===== src/rtl/htif_mailbox.sv =====
// Host-interface mailbox: snoops SRAM writes for the ARG/CMD word pair, queues
// putchar bytes in a small FIFO drained over valid/ready, and latches exit status.
module htif_mailbox #(
  parameter logic [13:0] ARG_ADDR   = 14'h400,
  parameter logic [13:0] CMD_ADDR   = 14'h401,
  parameter logic [31:0] CMD_PUTC   = 32'h01010000,
  parameter logic [31:0] CMD_EXIT   = 32'h00000000,
  parameter int          FIFO_DEPTH = 8,
  localparam int         PTR_W      = $clog2(FIFO_DEPTH),
  localparam int         LVL_W      = PTR_W + 1
) (
  input  logic             clk,
  input  logic             rst,
  input  logic             cs,
  input  logic             we,
  input  logic [13:0]      a,
  input  logic [31:0]      di,
  output logic             char_vld,
  output logic [7:0]       char_data,
  input  logic             char_rdy,
  output logic             done,
  output logic [31:0]      exit_code,
  output logic [7:0]       drop_cnt,
  output logic [LVL_W-1:0] fifo_level
);

  typedef enum logic [1:0] {S_IDLE, S_ARMED, S_DONE} state_t;

  state_t           r_state, w_state_nxt;
  logic [31:0]      r_arg;
  logic [7:0]       r_mem [FIFO_DEPTH];
  logic [PTR_W-1:0] r_wr_ptr, r_rd_ptr;
  logic [LVL_W-1:0] r_count;
  logic [7:0]       r_last;
  logic             r_done;
  logic [31:0]      r_exit_code;
  logic [7:0]       r_drop_cnt;

  logic w_arg_hit, w_cmd_hit;
  logic w_arg_ld, w_push_req, w_push, w_pop, w_drop, w_exit, w_full, w_empty;

  function automatic logic [7:0] sat_inc8(input logic [7:0] v);
    return (v == 8'hFF) ? v : v + 8'd1;
  endfunction

  assign w_arg_hit = cs & we & (a == ARG_ADDR);
  assign w_cmd_hit = cs & we & (a == CMD_ADDR);
  assign w_full    = (r_count == LVL_W'(FIFO_DEPTH));
  assign w_empty   = (r_count == '0);

  always_comb begin
    w_state_nxt = r_state;
    w_arg_ld    = 1'b0;
    w_push_req  = 1'b0;
    w_drop      = 1'b0;
    w_exit      = 1'b0;
    case (r_state)
      S_IDLE: begin
        if (w_arg_hit) begin
          w_arg_ld    = 1'b1;
          w_state_nxt = S_ARMED;
        end else if (w_cmd_hit) begin
          w_drop = 1'b1;
        end
      end
      S_ARMED: begin
        if (w_arg_hit) begin
          w_arg_ld = 1'b1;
        end else if (w_cmd_hit) begin
          if (di == CMD_PUTC) begin
            w_push_req  = 1'b1;
            w_state_nxt = S_IDLE;
          end else if (di == CMD_EXIT) begin
            w_exit      = 1'b1;
            w_state_nxt = S_DONE;
          end else begin
            w_drop      = 1'b1;
            w_state_nxt = S_IDLE;
          end
        end
      end
      S_DONE:  w_state_nxt = S_DONE;
      default: w_state_nxt = S_IDLE;
    endcase
  end

  // Full is judged on the registered level, so a same-cycle pop never rescues a push.
  assign w_push = w_push_req & ~w_full;
  assign w_pop  = ~w_empty & char_rdy;

  always_ff @(posedge clk) begin
    if (rst) begin
      r_state     <= S_IDLE;
      r_wr_ptr    <= '0;
      r_rd_ptr    <= '0;
      r_count     <= '0;
      r_last      <= 8'h00;
      r_done      <= 1'b0;
      r_exit_code <= 32'h0;
      r_drop_cnt  <= 8'h00;
    end else begin
      r_state <= w_state_nxt;
      if (w_push) r_wr_ptr <= r_wr_ptr + PTR_W'(1);
      if (w_pop) begin
        r_rd_ptr <= r_rd_ptr + PTR_W'(1);
        r_last   <= r_mem[r_rd_ptr];
      end
      r_count <= r_count + LVL_W'(w_push) - LVL_W'(w_pop);
      if (w_exit) begin
        r_done      <= 1'b1;
        r_exit_code <= r_arg;
      end
      if (w_drop | (w_push_req & w_full)) r_drop_cnt <= sat_inc8(r_drop_cnt);
    end
  end

  always_ff @(posedge clk) begin
    if (w_arg_ld) r_arg <= di;
    if (w_push)   r_mem[r_wr_ptr] <= r_arg[7:0];
  end

  // Once the head is popped and the FIFO runs dry, the last delivered byte is held.
  assign char_vld   = ~w_empty;
  assign char_data  = w_empty ? r_last : r_mem[r_rd_ptr];
  assign done       = r_done;
  assign exit_code  = r_exit_code;
  assign drop_cnt   = r_drop_cnt;
  assign fifo_level = r_count;

endmodule


===== config.mk =====
export PLATFORM = sky130hd
export DESIGN_NAME = htif_mailbox
export DESIGN_NICKNAME = d
export VERILOG_FILES = /design/src/rtl/htif_mailbox.sv
export SDC_FILE = /design/constraint.sdc
export NUM_CORES = 1
export LEC_CHECK = 0
export ABC_CLOCK_PERIOD_IN_PS = 5270
export CAP_MARGIN = 10
export CORE_MARGIN = 2
export CORE_UTILIZATION = 30
export CTS_CLUSTER_DIAMETER = 60
export DETAILED_ROUTE_END_ITERATION = 8
export HOLD_SLACK_MARGIN = 0.08
export PLACE_DENSITY_LB_ADDON = 0.1
export SETUP_SLACK_MARGIN = 0.15
export SYNTH_ARGS = -nofsm -noshare
export SYNTH_HDL_FRONTEND = slang
export SYNTH_SLANG_ARGS = --single-unit
export TNS_END_PERCENT = 50

===== constraint.sdc =====
create_clock -name clk -period 5.27 [get_ports clk]
set_clock_uncertainty 0.1 [all_clocks]
set_input_delay 1.581 -clock clk [delete_from_list [all_inputs] [get_ports clk]]
set_output_delay 1.581 -clock clk [all_outputs]
set_load 0.01 [all_outputs]

Word-level counts from Yosys, hierarchy flattened --
Memories as Yosys holds them, arrays and structs flattened. A register that Yosys moved wholly into a read port is not among the register bits. Cells that the tools add are included.
Cells by class: add/sub/neg operators 5, eq/ne operators 10, muxes and demuxes 29, bitwise operators 10, reduce and logical (&&, ||, !) cells 6
Operators by type and width (count):
- $eq A32 B25 Y1 const B | 1
- $logic_not A32 Y1 | 1
- $eq A14 B11 Y1 const B | 2
- $mux W1 | 19
- $mux W2 | 5
- $add A8 B1 Y8 const B | 1
- $eq A8 B8 Y1 const B | 1
- $mux W8 | 1
- $add A3 B1 Y3 const B | 2
- $and A1 B1 Y1 | 6
- $mux W3 | 2
- $ne A2 B2 Y1 const B | 3
- $pmux W2 S3 | 1
- $add A4 B1 Y4 | 1
- $eq A4 B4 Y1 const B | 1
- $logic_not A4 Y1 | 1
- $sub A4 B1 Y4 | 1
- $not A1 Y1 | 3
- $reduce_and A3 Y1 | 1
- $eq A2 B1 Y1 const B | 1
- $eq A2 B2 Y1 const B | 1
- $logic_not A2 Y1 | 1
- $pmux W1 S2 | 1
- $reduce_and A2 Y1 | 1
- 2 further kinds | 2
Storage, ports and cells: register bits after elaboration 93, memory bits (writable) 64, input bits 51, output and inout port bits 54, logic and storage cells 70, memories 1
Memory list:
- r_mem | depth 8, bits a word 8, read ports 1, clocked after Yosys merged registers in 1, wr ports 1, line 31 | logic [7:0] r_mem [FIFO_DEPTH];

Depth between registers and ports, before layout --
Gate-level depths: netlist of run 1.
depth after elaboration 8, gate-level depth with buffers 13, mapped depth without buffers 11

Least setup slack after synthesis of run 1 --
Ideal clock, no wire load.
path type input port to flip-flop, start point in a[7], end point reg r_arg[0], enable pin, setup time 0.461 ns, data arrival time 4.274 ns, required time 4.709 ns, slack 0.435 ns, stages on the path 3, path buffers 0, cells stage by stage nor4_4 -> nand4_2 -> nor3_1
On the way: cells in the longest elaborated chain, start to end 4
Ends and longest elaborated chain:
- start, declared | line 16 | input logic [13:0] a,
- $eq A14 B11 Y1 | line 46 | assign w_arg_hit = cs & we & (a == ARG_ADDR);
- $and A1 B1 Y1 | line 46
- $mux W1 | line 59, 67
- $mux W1
- net w_arg_ld | line 40 | logic w_arg_ld, w_push_req, w_push, w_pop, w_drop, w_exit, w_full, w_empty;
- end signal, assigned | line 118 | if (w_arg_ld) r_arg <= di;
- end, declared | line 30 | logic [31:0] r_arg;
The timed path passes the listed nets, and every way through them passes these cells. A chain may end at the register's enable or synchronous reset.

Worst setup path in the final report of run 1 --
start point in di[3], end point reg r_count[2] (netlist: fifo_level[2])
On the way: cells in the longest elaborated chain, start to end 8
Ends and longest elaborated chain:
- start, declared | line 17 | input logic [31:0] di,
- $eq A32 B25 Y1 | line 70 | if (di == CMD_PUTC) begin
- $mux W1 | line 70
- $mux W1 | line 69 | end else if (w_cmd_hit) begin
- $mux W1 | line 67 | if (w_arg_hit) begin
- $mux W1 | line 57 | case (r_state)
- $and A1 B1 Y1 | line 88 | assign w_push = w_push_req & ~w_full;
- $add A4 B1 Y4 | line 108 | r_count <= r_count + LVL_W'(w_push) - LVL_W'(w_pop);
- $sub A4 B1 Y4 | line 108
- end signal, assigned | line 108
- end, declared | line 33 | logic [LVL_W-1:0] r_count;
Every way passes these cells.

==> results.md, run 1 <==
- The clock tree synthesis step divided the H-tree into 4 levels.
- The quantity of hold-fixing buffers added after cts is 0.
- In this run the biggest area consumer among cell types represents a little under half of the synthesized area.
- Summing the sequential cell areas from Yosys gives around two thirds of the chip area.
- Global routing finished with a remaining overflow of 0.
- In the routed design, unresolved DRC markers number 0.
- Summed over all layers, the routed wires come to 15100 µm.
- The endpoint arrival time on the critical path is between 4 and 5 ns.
- The area of the core is 20300 µm².
- The number of nets at the end of the flow is roughly 640.
- The total routing resource utilization after global routing is 14.3%.
- The number of fill cells is 1917.
- The area growth from synthesis to layout is 32.0%.
- The iteration count of the initial detailed-routing pass is 4.
- The setup fix buffers added after clock tree synthesis is 0.
- Once layout is done, the placed cells without fillers occupy roughly 8200 µm².
- The worst-case headroom to the max-slew limit is 43.4%.
- Setup repair after global routing left no endpoint under its margin.
- In the post-synthesis netlist, the cell with the most instances is sky130_fd_sc_hd__edfxtp_1.
- After the first detailed-routing iteration, the DRC count stood at 235.
- In the post-route analysis, the smallest setup slack over all paths is 0.917 ns.
- The master cell of the clock root buffer is sky130_fd_sc_hd__clkbuf_16.
- In this run the vertical extent of the chip is approximately 150 µm.
- Entering global routing, the biggest net connects 40 pins.
- In the final layout, flip-flops and latches occupy 4160 µm².
- Once the floorplan was initialized, standard cells occupied a little under a third of the core.
- The net count after synthesis is 532.
- The area used by multi-input combinational logic is around 1900 µm².
- TritonCTS built the clock tree.
- Along the worst path, the maximum fanout reaches 4.
- Dividing total power by cell area gives a power density of between 400 and 500 nW/µm².
- Based on the critical path, the design can be clocked at up to around 230 MHz.
- The number of antenna violations at the first check in global routing is 0.
- The max-slew violation count is 0.
- The top-level I/O count is between 100 and 150.
- The post-CTS resize count is 0.
- The count of flip-flops with a built-in enable after synthesis is 96.
- The congestion estimate from routability-driven global placement came to about 0.74.
- The wire length of the first global-routing pass is 23800 µm.
- The post-place setup slack is 0.397 ns.
- The number of hold violations in the final report is 0.
- IR analysis of the VDD net gives a maximum drop of approximately 220 µV.
- The post-route setup TNS is 0 ns.
- For the finished layout, the period the worst path requires is approximately 4.4 ns.
- The flow ran to the end, and the final reports show no timing, DRC or antenna violations.
- Yosys mapped the design onto 39 distinct sky130hd cell types.
- The type of the worst min-delay path is flip-flop to flip-flop.
- Once layout is complete, the cells apart from fillers number ~860.
- The Yosys step of the flow raised 0 warnings.
- The later pin in the worst-skew pair is clocked with a latency of approximately 0.42 ns.
- The row count is 52.
- STA puts the critical path data required time at between 5 and 6 ns.
- Buffers placed on the I/O ports in this run total approximately 100.
- The sum of net half-perimeters after detailed placement is around 10000 µm.
- The netlist area before placement is 6230 µm².
- In this run the cell area measured after placement is approximately 7600 µm².
- The worst setup path is launched from an input port.
- By count the netlist is led by sky130_fd_sc_hd__edfxtp_1 (96), sky130_fd_sc_hd__dfxtp_1 (64), sky130_fd_sc_hd__a21oi_1 (55), sky130_fd_sc_hd__nand3_1 (37), sky130_fd_sc_hd__o21ai_0 (36).
- The average footprint of a synthesized cell is between 10 and 15 µm².
- Dividing the detail-routed via count by the number of cells gives ~5.
- The clock transition at the registers of the reported paths is 0.06 ns.
- The number of buffers added by the clock tree synthesis step is 17.
- After detailed placement, the design holds a cell count of a little over 800.
- The TritonCTS sink count is 160.
- The number of antenna diodes in the final layout is 0.
- The cell count after synthesis came out at between 400 and 500.
- After detailed routing, the average wire length per cell comes to between 15 and 20 µm.
- The leakage dissipation is approximately 2.6 nW.
- After synthesis, the share of flip-flops with an asynchronous set or reset is 0%.
- In the synthesized netlist the dominant register cell turns out to be sky130_fd_sc_hd__edfxtp_1.
- The post-route clock period utilization is between 80% and 90%.
- The floorplan step defined a die boundary enclosing between 20000 and 25000 µm².
- The deepest clock path buffer count is 2.
- By area the synthesized netlist is led by sky130_fd_sc_hd__edfxtp_1 (46%), sky130_fd_sc_hd__dfxtp_1 (21%), sky130_fd_sc_hd__mux4_2 (5.8%), sky130_fd_sc_hd__a21oi_1 (4.4%), sky130_fd_sc_hd__nand3_1 (3.0%).
- At the pin with the least slew margin, the transition time is approximately 0.85 ns.
- STA classifies the critical path endpoint as a flip-flop.
- The number of maximum-capacitance violations is 0.
- From left edge to right edge, the die measures approximately 150 µm.
- The critical path in this run is classified as input port to flip-flop.
- Once detail routing completed, the nets flagged for antenna violations numbered 0.
- The total via count in the routed design is around 4200.
- Cells with a size suffix above 1 make up roughly an eighth of the layout.
- Setup violations remaining at the end of the flow were counted as 0.
- The post-synthesis sequential element count is 160.
- The final worst hold slack is 0.376 ns.
- The number of global-route vias before repair is ~4300.
- Of all cell types, the one taking the most synthesized area is sky130_fd_sc_hd__edfxtp_1.
area by class of cell:
cell class	count	area share, %
Sequential cell	160	50.7
Clock inverter	10	1.19
Clock buffer	22	6.04
Timing Repair Buffer	121	14.2
Multi-Input combinational cell	273	23.5
Inverter	7	0.320
Tap cell	270	4.11
registers in the layout, summed over array words and instances (netlist names), named ones only:
name / flops
done: 1
drop_cnt: 8
exit_code: 32
fifo_level: 4
r_arg: 32
r_last: 8
r_mem: 64
r_rd_ptr: 3
r_state: 2
r_wr_ptr: 3
where the power goes:
group / leakage, nW / internal (mW) / total, mW / switching, mW
combinational: 0.956 / 0.372 / 0.697 / 0.324
sequential: 1.38 / 1.36 / 1.41 / 0.0445
clock: 0.284 / 0.723 / 1.23 / 0.502
cells by family after synthesis:
logic type | count (synthesis) | share of synthesized area (%)
adder cells (fa/ha/maj) | 10 | 2.13
AO/OA/AOI/OAI | 108 | 9.36
XOR/XNOR | 4 | 0.563
flip-flops | 160 | 66.9
AND/OR/NAND/NOR | 125 | 11.3
multiplexers | 26 | 7.41
buffers and inverters | 38 | 2.35
routing by layer:
layer	vias up	part of all wire (%)	global-route usage [%]	routed length [µm]
li1	2009	-	-	-
met1	2089	46	19.3	7030
met2	105	47	22.3	7110
met3	11	5.4	3.74	824
met4	0	1.1	4.76	168
met5	-	0	0	0
critical path: stages:
cell and delay (ns):
sky130_fd_sc_hd__clkdlybuf4s50_1 0.42, sky130_fd_sc_hd__nor4_1 0.59, sky130_fd_sc_hd__nand4_1 0.40, sky130_fd_sc_hd__nor4_4 0.32
sky130_fd_sc_hd__nand2_1 0.09, sky130_fd_sc_hd__ha_1 0.29, sky130_fd_sc_hd__inv_1 0.04, sky130_fd_sc_hd__ha_1 0.20
sky130_fd_sc_hd__fa_1 0.39, sky130_fd_sc_hd__xnor2_1 0.17, sky130_fd_sc_hd__nor2_1 0.05
stage by stage:
stage,util [%],total power [mW]
global route,40.5,3.49
global placement,37.6,2.13
finish,40.5,3.33
floorplan,-,1.85
detailed placement,37.6,2.15
CTS,40.5,3.38
placed cells by master, fill, tap and decap left out, types with 3 or more instances in the layout:
cell | netlist | layout
sky130_fd_sc_hd__mux2i_1 | 9 | 9
sky130_fd_sc_hd__dfxtp_1 | 64 | 64
sky130_fd_sc_hd__nand2_1 | 6 | 6
sky130_fd_sc_hd__edfxtp_1 | 96 | 96
sky130_fd_sc_hd__or3_1 | 3 | 3
sky130_fd_sc_hd__or4_1 | 7 | 7
sky130_fd_sc_hd__clkbuf_16 | 0 | 19
sky130_fd_sc_hd__nor2_1 | 34 | 33
sky130_fd_sc_hd__inv_1 | 7 | 7
sky130_fd_sc_hd__ha_1 | 9 | 9
sky130_fd_sc_hd__nor4_4 | 2 | 3
sky130_fd_sc_hd__clkdlybuf4s50_1 | 0 | 103
sky130_fd_sc_hd__nand2b_1 | 3 | 3
sky130_fd_sc_hd__a21oi_1 | 55 | 55
sky130_fd_sc_hd__nor2b_1 | 4 | 4
sky130_fd_sc_hd__inv_6 | 0 | 3
sky130_fd_sc_hd__nand3_1 | 37 | 37
sky130_fd_sc_hd__xnor2_1 | 3 | 3
sky130_fd_sc_hd__nor3_1 | 5 | 4
sky130_fd_sc_hd__a211oi_1 | 9 | 9
sky130_fd_sc_hd__nor4_1 | 8 | 8
sky130_fd_sc_hd__clkinvlp_4 | 0 | 3
sky130_fd_sc_hd__mux4_2 | 16 | 16
sky130_fd_sc_hd__buf_4 | 0 | 17
sky130_fd_sc_hd__o21ai_0 | 36 | 36
sky130_fd_sc_hd__o31ai_1 | 6 | 6
sky130_fd_sc_hd__nand4_1 | 4 | 4
final timing paths:
| kind | startpoint | end | slack, ns | cells after the start |
|---|---|---|---|---|
| max reg2reg | fifo_level[2] | fifo_level[2] | 2.28 | 11 |
| min reg2reg | exit_code[10] | exit_code[10] | 0.38 | 2 |
| min | exit_code[10] | exit_code[10] | 0.38 | 2 |
| max | di[3] | fifo_level[2] | 0.92 | 11 |
Note: power is estimated with default switching activity, not from simulation.
==> inputs of run 2 (changes only) <==
- ABC_CLOCK_PERIOD_IN_PS: 5270 -> 3650
- clock period: 5.27 -> 3.65 ns (I/O delays scaled with it)
==> results.md, run 2 (same netlist as run 1, synthesis figures left out) <==
- For this design the top-level I/O count stands at ~110.
- The number of hold violations in the final report is 0.
- After detailed routing, the average wire length per cell comes to about 17 µm.
- The sink of the worst hold path is exit_code[0].
- The final critical-path setup slack is around 0.14 ns.
- The post-route netlist has 20.0% of its cells at a drive strength greater than 1.
- The row count is 52.
- The H-tree was split into 4 levels.
- The critical path goes through clkbuf_16 > mux4_2 > mux2i_4 > a21oi_1 > clkdlybuf4s50_1.
- The most common cell after layout, fill and taps aside is sky130_fd_sc_hd__edfxtp_1.
- The required arrival time at the worst endpoint is 2.45 ns.
- The floorplan die height is 148 µm.
- The total via count in the routed design is 4309.
- The share of total power dissipated in combinational logic is about 23%.
- In the final layout, the multi-input gates occupy about 2100 µm².
- The post-route clock period utilization is between 90 and 100%.
- TritonCTS built the clock tree.
- In this run the tightest slew margin relative to its limit is a little over two fifths.
- The pin slew with the least headroom to its limit is 0.839 ns.
- The flop-to-flop setup slack is roughly 0.95 ns.
- The register with the most flip-flops in the layout has 64 of them.
- Leaving out fill and tap cells, the most frequent cells in the layout are sky130_fd_sc_hd__edfxtp_1 (96), sky130_fd_sc_hd__clkdlybuf4s50_1 (79), sky130_fd_sc_hd__dfxtp_1 (63).
- The number of placed instances, taps included, is between 800 and 900.
- The final worst hold slack is between 0.3 and 0.4 ns.
- The startpoint identified for the worst register-to-register timing path is r_state[0].
- The net switching share of the total power is around 26%.
- The cell count of the worst reg-to-reg path is 8.
- The final critical-path required period is approximately 3.5 ns.
- The quantity of hold-fixing buffers added after cts is 0.
- After clock tree synthesis, the clock-pin slew on the worst setup and hold paths is about 0.06 ns.
- The endpoint arrival time on the critical path is around 2.3 ns.
- The final wirelength is about 15000 µm.
- The number of global-route vias before repair is 4322.
- The internal power is approximately 3.6 mW.
- Cells fill 42.7% of the core in the end.
- Counting the fill cells in the layout gives 1913.
- The max-slew violation count is 0.
- Summing all placed instances gives a cell area of a little under 8000 µm².
- The leakage dissipation is around 3 nW.
- The peak ir drop on the vdd network is slightly above 300 µV.
- The number of antenna violations at the first check in global routing is 0.
- The later pin in the worst-skew pair is clocked with a latency of 0.42 ns.
- The analysis attributes to net switching a power of between 1 and 1.5 mW.
- Setup repair after global routing could not meet its margin everywhere.
- The maximum fanout along the worst path is 8.
- Setup violations remaining at the end of the flow were counted as 0.
- The total routing resource utilization after global routing is 14.5%.
- The area of the core is slightly above 20000 µm².
- The number of maximum-capacitance violations is 0.
- The DRC violations left is 0.
- Static timing analysis puts the maximum clock frequency at 285 MHz.
- The clock power share is roughly a third.
- Prior to clock tree synthesis, the placed netlist has a worst setup slack of -0.669 ns.
- The total area of sequential cells is roughly 4200 µm².
- The wire length of the first global-routing pass is approximately 24000 µm.
- At the end of routability-driven placement, the weighted congestion stood at 0.754.
- Counting every sink on the clock net gives 160.
- Power spread over the standard cell area amounts to roughly 560 nW/µm².
- The die covers between 20000 and 25000 µm².
- Summing all non-filler instances in the final layout gives an area of ~8700 µm².
- In this run the clock root is driven by a sky130_fd_sc_hd__clkbuf_16.
- The number of non-filler instances in the completed layout is between 800 and 900.
- The die is ~150 µm wide.
- The type of the worst min-delay path is flip-flop to flip-flop.
- The deepest clock path buffer count is 2.
- The quantity of I/O buffers inserted on ports is between 100 and 150.
- The worst setup path is captured at an output port.
- The category of the most critical setup path is flip-flop to output port.
- The startpoint of the tightest hold check path is exit_code[0].
- In this run the remaining antenna-violating nets after routing total 0.
- The critical path's largest stage delay is between 0.5 and 0.6 ns.
- Counting instances, the worst hold path has a depth of 2.
- For this design, the slowest cell found on the critical path is sky130_fd_sc_hd__mux4_2.
- The area growth from synthesis to layout is 39.3%.
- The endpoint of the worst register-to-register path is r_mem[0][1].
- The initial cell density of the core is 30.7%.
- Detailed placement finished with a half-perimeter wire length of between 10000 and 15000 µm.
- The detailed router's first-iteration violation count is between 150 and 200.
- The register with the most flip-flops is r_mem.
- After global routing the overflow that remains totals 0.
- Using the TritonRoute via totals, the vias-per-cell ratio works out to about 4.8.
- At the end of the flow, the number of nets in the layout was 668.
- The number of antenna diodes in the final layout is 0.
- TritonCTS created 17 clock buffers.
- STA classifies the critical path startpoint as a flip-flop.
- Entering global routing, the biggest net connects 42 pins.
- The share of total power in sequential cells is a little over two fifths.
- The first detailed-routing pass ran for 6 iterations.
- The flow ran to the end, and the final reports show no timing, DRC or antenna violations.
-- run 2: layout make-up --
| class | count | share of cell area (%) |
|---|---|---|
| clock inverter | 10 | 1.31 |
| sequential | 160 | 48.0 |
| timing repair buffer | 148 | 16.9 |
| inverter | 7 | 0.303 |
| tap | 270 | 3.89 |
| multi-input combinational | 273 | 24.2 |
| clock buffer | 21 | 5.31 |
-- run 2: metrics by stage --
step	power [mW]	TNS, ns
2_1_floorplan	2.66	-0.626
3_3_place_gp	3.10	-49.04
3_5_place_dp	3.13	-52.59
4_1_cts	4.90	0
5_1_grt	5.13	0
6_report	4.87	0
-- run 2: power by group through the flow --
stage                     sequential, mW  combinational, mW  clock, mW
after floorplan                     2.05              0.617          0
after global placement              2.06               1.05          0
after detailed placement            2.06               1.07          0
after CTS                           2.02               1.11       1.77
after global routing                2.03               1.25       1.85
final                               2.03               1.13       1.72
-- run 2: metal layers --
| metal | vias up | part of all wire, % | GRT usage [%] |
|---|---|---|---|
| li1 | 2071 | - | - |
| met1 | 2129 | 45 | 19.0 |
| met2 | 95 | 48 | 22.5 |
| met3 | 14 | 5.7 | 5.18 |
| met4 | 0 | 1.1 | 4.62 |
| met5 | - | 0 | 0 |
-- run 2: repair_timing --
action                     4_1_cts  5_1_grt
resized for setup               17       41
gates cloned                     0        1
pin swaps                        1       14
setup endpoints to repair      105       76
setup buffers                    0        2
-- run 2: worst max-delay path by stage --
stage	start	to	slack (ns)	cells after the start
2_1_floorplan	a[7]	fifo_level[2]	-0.14	11
3_3_place_gp	di[3]	r_mem[5][4]	-0.63	10
3_5_place_dp	di[3]	r_mem[5][2]	-0.67	10
4_1_cts	flip-flop	char_data[3]	0.07	5
5_1_grt	flip-flop	char_data[0]	0.04	5
6_report	flip-flop	char_data[6]	0.14	5
-- run 2: critical path, delay by kind of cell (launching register included) --
kind,cells,cell delay (ns)
multiplexers,2,0.73
buffers and inverters,2,0.67
flip-flops,1,0.38
AO/OA/AOI/OAI,1,0.10
